==> config.mk <==
export PLATFORM = sky130hd
export DESIGN_NAME = dlx_sequencer
export DESIGN_NICKNAME = d
export VERILOG_FILES = /design/src/rtl/dlx_sequencer.sv
export SDC_FILE = /design/constraint.sdc
export NUM_CORES = 1
export LEC_CHECK = 0
export CORE_MARGIN = 3
export CORE_UTILIZATION = 45
export DETAILED_ROUTE_END_ITERATION = 8
export PLACE_DENSITY = 0.84
export SLEW_MARGIN = 5
export SYNTH_ARGS = -nofsm -noshare
export SYNTH_HDL_FRONTEND = slang
export SYNTH_SLANG_ARGS = --single-unit
==> constraint.sdc <==
create_clock -name clk -period 5.8 [get_ports clk]
set_clock_uncertainty 0.05 [all_clocks]
set_input_delay 0.87 -clock clk [delete_from_list [all_inputs] [get_ports clk]]
set_output_delay 0.87 -clock clk [all_outputs]
set_load 0.1 [all_outputs]
==> src/rtl/dlx_sequencer.sv <==
`default_nettype none
// ============================================================================
// Module  : dlx_sequencer
// Purpose : Multi-cycle FETCH/DECODE/EXEC/MEM/WB control sequencer for DLX.
// Rev     : 1.0  initial release
// ============================================================================
module dlx_sequencer #(
  parameter int MEM_TIMEOUT = 15,
  parameter int CNT_W       = 32
) (
  input  logic             clk,
  input  logic             reset,
  input  logic             run,
  output logic             i_req,
  input  logic             i_ack,
  output logic             d_req,
  output logic             d_we,
  input  logic             d_ack,
  input  logic             d_load_enable,
  input  logic             d_write_enable,
  input  logic [4:0]       Rd,
  output logic             ID,
  output logic             EX,
  output logic             rf_write,
  output logic             pc_update,
  output logic             err,
  output logic [2:0]       state,
  output logic [CNT_W-1:0] instr_count
);

  typedef enum logic [2:0] {
    S_IDLE   = 3'd0,
    S_FETCH  = 3'd1,
    S_DECODE = 3'd2,
    S_EXEC   = 3'd3,
    S_MEM    = 3'd4,
    S_WB     = 3'd5,
    S_ERR    = 3'd6
  } state_t;

  localparam logic [7:0] c_timeout = 8'(MEM_TIMEOUT);

  state_t           r_state;
  logic [7:0]       r_wait;
  logic             r_err;
  logic [CNT_W-1:0] r_count;

  logic w_mem_op;
  logic w_rd_nz;
  logic w_retire;

  assign w_mem_op = d_load_enable | d_write_enable;
  assign w_rd_nz  = |Rd;

  // Retirement is the last cycle of an instruction; it may end in EXEC, MEM or WB.
  always_comb begin
    w_retire = 1'b0;
    case (r_state)
      S_EXEC:  w_retire = ~w_mem_op & ~w_rd_nz;
      S_MEM:   w_retire = d_ack & ~(d_load_enable & w_rd_nz);
      S_WB:    w_retire = 1'b1;
      default: w_retire = 1'b0;
    endcase
  end

  always_ff @(posedge clk) begin
    if (reset) begin
      r_state <= S_IDLE;
      r_wait  <= '0;
      r_err   <= 1'b0;
      r_count <= '0;
    end else if (w_retire) begin
      r_count <= r_count + CNT_W'(1);
      r_wait  <= '0;
      r_state <= run ? S_FETCH : S_IDLE;
    end else begin
      case (r_state)
        S_IDLE: begin
          if (run) begin
            r_state <= S_FETCH;
            r_wait  <= '0;
          end
        end
        S_FETCH: begin
          if (i_ack) begin
            r_state <= S_DECODE;
          end else if (r_wait == c_timeout) begin
            r_state <= S_ERR;
            r_err   <= 1'b1;
          end else begin
            r_wait <= r_wait + 8'd1;
          end
        end
        S_DECODE: r_state <= S_EXEC;
        S_EXEC: begin
          if (w_mem_op) begin
            r_state <= S_MEM;
            r_wait  <= '0;
          end else begin
            r_state <= S_WB;
          end
        end
        // A non-retiring ack in MEM is a load with a live destination.
        S_MEM: begin
          if (d_ack) begin
            r_state <= S_WB;
          end else if (r_wait == c_timeout) begin
            r_state <= S_ERR;
            r_err   <= 1'b1;
          end else begin
            r_wait <= r_wait + 8'd1;
          end
        end
        S_WB, S_ERR: r_state <= r_state;
        default:     r_state <= S_IDLE;
      endcase
    end
  end

  assign state       = r_state;
  assign i_req       = (r_state == S_FETCH);
  assign ID          = (r_state == S_DECODE);
  assign EX          = (r_state == S_EXEC);
  assign d_req       = (r_state == S_MEM);
  assign d_we        = (r_state == S_MEM) & d_write_enable;
  assign rf_write    = (r_state == S_WB);
  assign pc_update   = w_retire;
  assign err         = r_err;
  assign instr_count = r_count;

endmodule
`default_nettype wire

==> results.cfg <==
[global_route]
grt_usage_pct = 20.3
grt_first_pass_wirelength_mm = 10.4
grt_max_degree = 55
antenna_found_initial = 0
overflow = 0
grt_pass1_vias = 2290

[sta]
tightest_slew_ns = 0.990
setup-tns-final_ns = 0
fmax_mhz = 225
rsz0062_at_grt = no
min_period_ns = 4.45
hold_ws_ns = 0.429
min_period_over_period_pct = 76.8
hold_viol = 0
drv_slew = 0
worst_slack_ns = 1.35
finalSetupViolations = 0
slew_headroom_pct = 33.8

[cells_and_area]
num_antenna_cells = 0
drive_gt1_share_pct = 5.25
synthToLayoutAreaGrowth_pct = 27.7
nets = 358
utilization_pct = 62.0
filler_cell_count = 467
multi_input_area_um2 = 1420
layoutNonFillerInstCount = 410
seqCellArea_um2 = 881
final_cell_area_um2 = 3060

[placement]
gp_congestion = 0.797
pre_cts_ws_ns = 1.36
dp_hpwl_mm = 4.31
dpl_cell_area_um2 = 2970
io_buffers = 54
dp.cells = 404

[floorplanning]
num_rows = 25
core_um2 = 4940
die_y_um = 79.0
die_area_um2 = 6240
start_util_pct = 48.6
die_w_um = 79.0
ioPinCount = 55

[power_and_ir_drop]
p_per_area_nw_per_um2 = 199
vdd_drop_max_mv = 0.110
finalPower_uw = 611
p_leak_nw = 0.967

[clock_tree]
cts.clk_slew.worst_paths_ns = 0.08
clkLatencyLatePin_ns = 0.29
clock_sinks = 44
cts_buffers = 5
cts_tree = done
clock_path_buffers = 2
htreeDepth = 2
postCtsHoldBufs = 0
post_cts_buffers = 0
cts-root-buf = clkbuf_8
cts_resized = 0

[outcome]
status = finished, final reports clean

[synthesis]
synth_seq_cells = 44
synthCells = 296
yosys.area.top_type_share_pct = 36.7
yosysSeqAreaShare_pct = 36.7
synth_area_leaders = dfxtp_1, a21oi_1, or3_1
synth_edf_count = 0
syn_area_um2 = 2400
yosys_warnings = 0
yosys.area.top_type = dfxtp_1
syn_avg_cell_area_um2 = 8.11
async_flop_share_pct = 0
ys_types = 53
ys.flop_type = dfxtp_1
syn_nets = 310

[drt]
dr.pass1.iters = 4
wl_per_cell_um = 14.7
viasPerCell = 5.86
ant_nets = 0
drc = 0
wl_mm = 6.03
num_vias = 2401
dr.first_iter.drc_count = 237

[run]
cap_violations = 0

[setup_path]
crit_fanout = 54
critPathRequiredTime_ns = 4.88
critPathKind = in2out
start_kind = input pin
cp.arrival_ns = 3.53
critical_path.endpoint_type = primary output

[min_path]
hold_path_class = reg2reg
-- Yosys cell counts (3+ instances only) --
library cell / n
dfxtp_1: 44
or4_1: 7
nand4_1: 15
nand2_1: 24
nor4_1: 5
nor2b_1: 4
o31ai_1: 13
o21a_1: 6
a21oi_1: 30
nand3_1: 11
o21ai_0: 17
xor2_1: 4
and3_1: 5
clkbuf_1: 9
nor3_1: 6
nor2_1: 25
or3_1: 17
and2_1: 4
nand3b_1: 3
inv_1: 6
-- worst max-delay path, stage by stage --
cell	delay, ns
clkdlybuf4s50_1	0.54
nor2b_1	0.23
nor2_1	0.09
o22a_4	0.42
inv_2	0.22
clkdlybuf4s50_1	1.16
-- flip-flops by register name, summed over array words and instances, names as in the netlist --
name	flops
state	3
r_wait	8
err	1
instr_count	32
-- area by class of cell --
| type | count | area share (%) |
|---|---|---|
| clock buffers | 5 | 2.25 |
| clock inverters | 1 | 0.980 |
| inverters | 8 | 0.980 |
| multi-input cells | 229 | 46.2 |
| flip-flops and latches | 44 | 28.7 |
| well taps | 67 | 2.74 |
| repair buffers | 56 | 18.1 |
-- logic make-up after synthesis --
family | Yosys count | synth area share, %
AO/OA/AOI/OAI | 83 | 22.8
XOR/XNOR | 6 | 2.19
adder cells (fa/ha/maj) | 2 | 1.04
buffers and inverters | 23 | 4.33
flip-flops | 44 | 36.7
multiplexers | 4 | 1.82
AND/OR/NAND/NOR | 134 | 31.1
-- report_power, final --
group | switching, mW | internal (mW)
combinational | 0.0513 | 0.0240
sequential | 0.00730 | 0.305
clock | 0.0997 | 0.124
-- placed cells by master (no fill, tap or decap), types with 2 or more instances in the layout --
cell type,instances
clkdlybuf4s50_1,54
dfxtp_1,44
a21oi_1,30
nor2_1,25
nand2_1,24
o21ai_0,17
or3_1,17
nand4_1,15
o31ai_1,13
nand3_1,11
or4_1,7
nor3_1,6
inv_1,6
o21a_1,6
and3_1,5
nor4_1,5
clkbuf_8,5
nor2b_1,4
and2_1,4
xor2_1,4
nand3b_1,3
xnor2_1,2
a31oi_1,2
o41ai_1,2
and4_1,2
mux2_1,2
ha_1,2
buf_4,2
-- layer usage --
| layer | routed length (um) | vias up | part of all wire [%] | GRT usage (%) |
|---|---|---|---|---|
| met5 | 0 | - | 0 | 0 |
| met4 | 46 | 0 | 0.76 | 4.81 |
| met3 | 359 | 4 | 6.0 | 4.54 |
| met2 | 2880 | 73 | 48 | 34.0 |
| met1 | 2740 | 1119 | 45 | 26.6 |
| li1 | - | 1205 | - | - |
-- final timing paths --
| check | startpoint | to | slack [ns] | cells past startpoint |
|---|---|---|---|---|
| worst max-delay path | d_ack | pc_update | 1.35 | 6 |
| worst min-delay path | err | err | 0.43 | 2 |
| worst max register to register | state[2] | instr_count[13] | 3.24 | 5 |
| worst min register to register | err | err | 0.43 | 2 |
Power figures use the tool's default switching activity.
